$ cat config.mk
export PLATFORM = sky130hd
export DESIGN_NAME = led_chaser_ctrl
export DESIGN_NICKNAME = d
export VERILOG_FILES = /design/src/rtl/led_chaser_pkg.sv /design/src/rtl/led_chaser_ctrl_tick_gen.sv /design/src/rtl/led_chaser_ctrl.sv
export SDC_FILE = /design/constraint.sdc
export NUM_CORES = 1
export LEC_CHECK = 0
export CORE_MARGIN = 2
export CORE_UTILIZATION = 55
export CTS_CLUSTER_SIZE = 10
export DETAILED_ROUTE_END_ITERATION = 12
export GPL_TIMING_DRIVEN = 0
export PLACE_DENSITY = 0.79
export SETUP_SLACK_MARGIN = 0.1
export SLEW_MARGIN = 20
export SYNTH_ARGS = -nofsm -noshare
export SYNTH_HDL_FRONTEND = slang
export SYNTH_HIERARCHICAL = 1
export SYNTH_SLANG_ARGS = --single-unit
$ cat constraint.sdc
create_clock -name clk -period 3.4 [get_ports clk]
set_clock_uncertainty 0.1 [all_clocks]
set_input_delay 0.51 -clock clk [delete_from_list [all_inputs] [get_ports clk]]
set_output_delay 0.51 -clock clk [all_outputs]
set_load 0.005 [all_outputs]
$ cat src/rtl/led_chaser_pkg.sv
// Shared types and constants for the LED chaser position generator.
package led_chaser_pkg;

  typedef enum logic {ST_IDLE, ST_RUN} chaser_state_t;

  localparam int unsigned POS_W   = 3;
  localparam int unsigned NUM_POS = 8;

  localparam logic [POS_W-1:0] POS_MIN = '0;
  localparam logic [POS_W-1:0] POS_MAX = POS_W'(NUM_POS - 1);

  // Next position modulo NUM_POS; down=1 decrements.
  function automatic logic [POS_W-1:0] pos_step(input logic [POS_W-1:0] pos, input logic down);
    return down ? (pos - POS_W'(1)) : (pos + POS_W'(1));
  endfunction

  // True when the next move in the given direction crosses the 7/0 boundary.
  function automatic logic pos_at_end(input logic [POS_W-1:0] pos, input logic down);
    return down ? (pos == POS_MIN) : (pos == POS_MAX);
  endfunction

endpackage

$ cat src/rtl/led_chaser_ctrl_tick_gen.sv
// Prescaler for the LED chaser: counts 0..TICK_DIV-1 while enabled and
// pulses tick for the cycle spent at the terminal count.
module tick_gen #(
  parameter int unsigned TICK_DIV = 12_500_000
) (
  input  logic clk,
  input  logic rst_n,
  input  logic en,
  input  logic clr,
  output logic tick
);

  localparam int unsigned CNT_W = $clog2(TICK_DIV + 1);
  localparam logic [CNT_W-1:0] CNT_LAST = CNT_W'(TICK_DIV - 1);

  logic [CNT_W-1:0] r_cnt;
  logic [CNT_W-1:0] w_cnt_nxt;
  logic             w_tc;

  assign w_tc = (r_cnt == CNT_LAST);
  // Tick is not masked by clr so a stop on the terminal count still advances.
  assign tick = en & w_tc;

  // Next count: held at zero when disabled or cleared, wraps at terminal count.
  always_comb begin
    w_cnt_nxt = r_cnt;
    if (!en || clr || w_tc) begin
      w_cnt_nxt = '0;
    end else begin
      w_cnt_nxt = r_cnt + CNT_W'(1);
    end
  end

  // Prescaler count register.
  always_ff @(posedge clk or negedge rst_n) begin
    if (!rst_n) begin
      r_cnt <= '0;
    end else begin
      r_cnt <= w_cnt_nxt;
    end
  end

endmodule

$ cat src/rtl/led_chaser_ctrl.sv
// LED chaser controller: IDLE/RUN FSM stepping a 3-bit position up or down,
// with single-step in IDLE and a one-cycle wrap pulse at endpoint events.
// Define LED_CHASER_BOUNCE_EN to add the bounce port (ping-pong sweep in RUN).
module led_chaser_ctrl
  import led_chaser_pkg::*;
#(
  parameter int unsigned TICK_DIV = 12_500_000
) (
  input  logic             clk,
  input  logic             rst_n,
  input  logic             start,
  input  logic             stop,
  input  logic             step,
  input  logic             dir,
`ifdef LED_CHASER_BOUNCE_EN
  input  logic             bounce,
`endif
  output logic [POS_W-1:0] pos,
  output logic             running,
  output logic             wrap
);

  chaser_state_t    r_state;
  chaser_state_t    w_state_nxt;
  logic [POS_W-1:0] r_pos;
  logic [POS_W-1:0] w_pos_nxt;
  logic             r_dir;
  logic             w_dir_nxt;
  logic             r_wrap;
  logic             w_wrap_nxt;
  logic             r_running;
  logic             w_tick;
  logic             w_bounce;
  logic             w_in_run;

`ifdef LED_CHASER_BOUNCE_EN
  assign w_bounce = bounce;
`else
  assign w_bounce = 1'b0;
`endif

  assign w_in_run = (r_state == ST_RUN);

  tick_gen #(
    .TICK_DIV (TICK_DIV)
  ) u_tick_gen (
    .clk   (clk),
    .rst_n (rst_n),
    .en    (w_in_run),
    .clr   (stop),
    .tick  (w_tick)
  );

  // Next-state, position, latched direction and wrap pulse.
  always_comb begin
    w_state_nxt = r_state;
    w_pos_nxt   = r_pos;
    w_dir_nxt   = r_dir;
    w_wrap_nxt  = 1'b0;
    unique case (r_state)
      ST_IDLE: begin
        if (stop) begin
          // stop beats start; nothing else happens this cycle
          w_state_nxt = ST_IDLE;
        end else if (start) begin
          w_state_nxt = ST_RUN;
          w_dir_nxt   = dir;
        end else if (step) begin
          // Single-step always wraps, independent of bounce.
          w_pos_nxt  = pos_step(r_pos, dir);
          w_wrap_nxt = pos_at_end(r_pos, dir);
        end
      end
      ST_RUN: begin
        if (w_tick) begin
          if (pos_at_end(r_pos, r_dir)) begin
            w_wrap_nxt = 1'b1;
            if (w_bounce) begin
              // Turn around: move back inward and reverse the sweep.
              w_pos_nxt = pos_step(r_pos, ~r_dir);
              w_dir_nxt = ~r_dir;
            end else begin
              w_pos_nxt = pos_step(r_pos, r_dir);
            end
          end else begin
            w_pos_nxt = pos_step(r_pos, r_dir);
          end
        end
        if (stop) begin
          w_state_nxt = ST_IDLE;
        end
      end
      default: w_state_nxt = ST_IDLE;
    endcase
  end

  // State and output registers.
  always_ff @(posedge clk or negedge rst_n) begin
    if (!rst_n) begin
      r_state   <= ST_IDLE;
      r_pos     <= '0;
      r_dir     <= 1'b0;
      r_wrap    <= 1'b0;
      r_running <= 1'b0;
    end else begin
      r_state   <= w_state_nxt;
      r_pos     <= w_pos_nxt;
      r_dir     <= w_dir_nxt;
      r_wrap    <= w_wrap_nxt;
      r_running <= (w_state_nxt == ST_RUN);
    end
  end

  assign pos     = r_pos;
  assign running = r_running;
  assign wrap    = r_wrap;

endmodule

==> reports/metrics.cfg <==
[critical_path]
reg2reg_depth=7
worst_path_largest_cell_delay_ns=0.60
crit_type=reg -> reg
rrSetupSlack_ns=1.08
path_max_fanout=10
cp-start-kind=register
rr_startpoint=u_tick_gen/r_cnt[0]
worst_path_max_delay_cell=o311ai_2
arrival_ns=2.44
critPathCaptureType=register
path_cells=ha_1 > and4_2 > buf_2 > nand4_1 > o311ai_2 > buf_4 > a21oi_1
r2r_end=u_tick_gen/r_cnt[19]
required_ns=3.52

[clock_network]
hold_buffers=0
worstSkewPairLatency_ns=0.33
clk_pin_slew_worst_paths_ns=0.10
post_cts_buffers=0
cts_made_buffers=5
h-tree-depth=2
clock-sinks=30
cts_tree=built
clockRootBuffer=clkbuf_4
clock_path_buffers=2
ctsResizeCount=0

[layout]
fillers=225
diodes=0
drive_gt1_share_pct=11.9
syn_to_final_growth_pct=13.1
final_nets=195

[routing]
drtAntennaViolNets=0
wirelength_mm=3.25
via_count=1298
via_per_inst=6.01
wire_per_inst_um=15.0
drt_pre_antenna_iters=4
route.detailed.drc=0
drt_first_iter_violations=47

[global_routing]
grt_pass1_wl_mm=5.73
antenna_found_initial=0
grt_overflow=0
grt_max_degree=31
grtUsageTotal_pct=22.5
grt_pass1_vias=1304

[timing]
fin_worst_hold_slack_ns=0.0946
worst_slew_pin_slew_ns=0.664
setup_viol=0
fmax_mhz=432
fin_crit_sh_pct=68.1
slew_headroom_pct=55.7
hold_viol_final=0
drv_slew=0
tns_ns=0
grt_setup_unrepaired=no
layout_min_cycle_time_ns=2.32

[outcome]
status=finished clean

[placed_design]
finalWeightedCongestion=0.834
io_buffers=10
dp.final_hpwl_mm=2.30

[run]
maxCapViolations=0

[hold_path]
worstHoldPathType=in -> async

[floorplan]
core_area_mm2=0.00278
rows=19
io_pins=11
die-width_um=58.4
die_h_um=58.4
fp.dieArea_mm2=0.00341
start_util_pct=58.5

[power_and_ir_drop]
seq_power_share_pct=48.3
power.switching_uw=220
ir_drop_uv=465
p_leak_uw=0.000743
powerDensity_mw_per_mm2=451
sw_frac_of_total_pct=26.5
clkPwrFrac_pct=31.7
p_int_uw=610
combinationalPowerShare_pct=19.9

[synth]
synth_top_area_share_pct=46.2
ys_seq_elements=30
synth_edf_count=0
ys.flop_type=dfrtp_1
ys_types=36
synthArstFlopShare_pct=100
netlist_instances=167
yosys.area.top_type=dfrtp_1
synth.net_count=178
syn_area_mm2=0.00163
yosys_warnings=6
synthTopCellsByArea=dfrtp_1 (46%), ha_1 (3.8%), a21oi_1 (3.7%)
ys_seq_area_share_pct=46.2
avgSynthCellArea_um2=9.74

## layer usage
metal	GRT usage (%)	up-vias	share of wire (%)
met5	0	-	0
li1	-	638	-
met2	36.6	18	49
met1	28.3	638	47
met3	5.93	4	3.2
met4	9.97	0	1.1
## layout make-up
class / count / area, µm² / area share, %
clock buffers: 8 / 78.8 / 4.29
flip-flops and latches: 30 / 751 / 40.8
repair buffers: 10 / 95.1 / 5.17
plain buffers: 5 / 38.8 / 2.11
inverters: 8 / 30.0 / 1.63
multi-input cells: 124 / 807 / 43.9
well taps: 31 / 38.8 / 2.11
## layout by cell type, fill, tap and decap left out, types with 2 or more instances in the layout
master            n
or3_1             9
nor4_1            2
clkdlybuf4s50_1   9
or4_1             3
dfrtp_1          30
buf_2             2
clkbuf_4          5
and4_1            3
nand2_1          13
clkbuf_8          3
o31ai_1           2
mux2i_1           5
and3_1            2
nor2_1           16
xnor2_1           6
nor3_1            2
nand4_1           7
buf_4             3
ha_1              5
nand3_1           7
inv_1             8
o21ai_0          10
xor2_1            6
a21oi_1          12
## critical path, delay by kind of cell (launching register included)
| kind | cells | cell delay [ns] |
|---|---|---|
| buffers and inverters | 2 | 0.45 |
| AO/OA/AOI/OAI | 2 | 0.66 |
| flip-flops | 1 | 0.39 |
| AND/OR/NAND/NOR | 2 | 0.39 |
| adder cells (fa/ha/maj) | 1 | 0.22 |
## cells in the mapped netlist, types with 3 or more instances
cell type,number
a21oi_1,12
and4_1,3
buf_4,3
dfrtp_1,30
ha_1,5
inv_1,8
mux2i_1,5
nand2_1,13
nand3_1,7
nand4_1,7
nor2_1,16
o21ai_0,10
or3_1,9
or4_1,3
xnor2_1,6
xor2_1,6
## stage by stage
step	util [%]	setup WS, ns	cell area, µm²	instances	total power [µW]
2_1_floorplan	-	1.46	1630	167	504
3_3_place_gp	63.5	1.19	1770	208	569
3_5_place_dp	63.3	1.10	1760	208	578
4_1_cts	66.1	1.10	1840	216	844
5_1_grt	66.1	0.908	1840	216	879
6_report	66.1	1.08	1840	216	830
## power groups by stage
stage | clock network, µW | registers (µW) | logic, µW
global route | 285 | 406 | 188
floorplan | 0 | 408 | 96.4
finish | 263 | 401 | 166
CTS | 272 | 402 | 169
detailed placement | 0 | 409 | 169
global placement | 0 | 406 | 162
## sequential cells by signal, summed over array words and instances, names as in the netlist
register / count
u_tick_gen/r_cnt: 24
pos: 3
r_dir: 1
running: 1
wrap: 1
## cells by family after synthesis
| logic type | after synthesis | synth area share [%] |
|---|---|---|
| muxes | 6 | 3.77 |
| buffers and inverters | 13 | 4.23 |
| adders and majority gates | 5 | 3.85 |
| xor gates and xnor gates | 12 | 6.46 |
| DFF | 30 | 46.2 |
| AOI/OAI and AO/OA | 28 | 10.4 |
| and+or+nand+nor | 73 | 25.2 |
## how the worst max path moves through the flow
stage / to / depth (start not counted) / slack, ns / startpoint
finish: u_tick_gen/r_cnt[19] / 7 / 1.08 / u_tick_gen/r_cnt[0]
global route: u_tick_gen/r_cnt[16] / 7 / 0.91 / u_tick_gen/r_cnt[0]
CTS: u_tick_gen/r_cnt[20] / 7 / 1.10 / u_tick_gen/r_cnt[0]
detailed placement: u_tick_gen/r_cnt[20] / 7 / 1.10 / u_tick_gen/r_cnt[0]
global placement: u_tick_gen/r_cnt[22] / 7 / 1.19 / u_tick_gen/r_cnt[0]
floorplan: u_tick_gen/r_cnt[21] / 7 / 1.46 / u_tick_gen/r_cnt[0]
No activity file was read; power rests on OpenSTA's default activity.
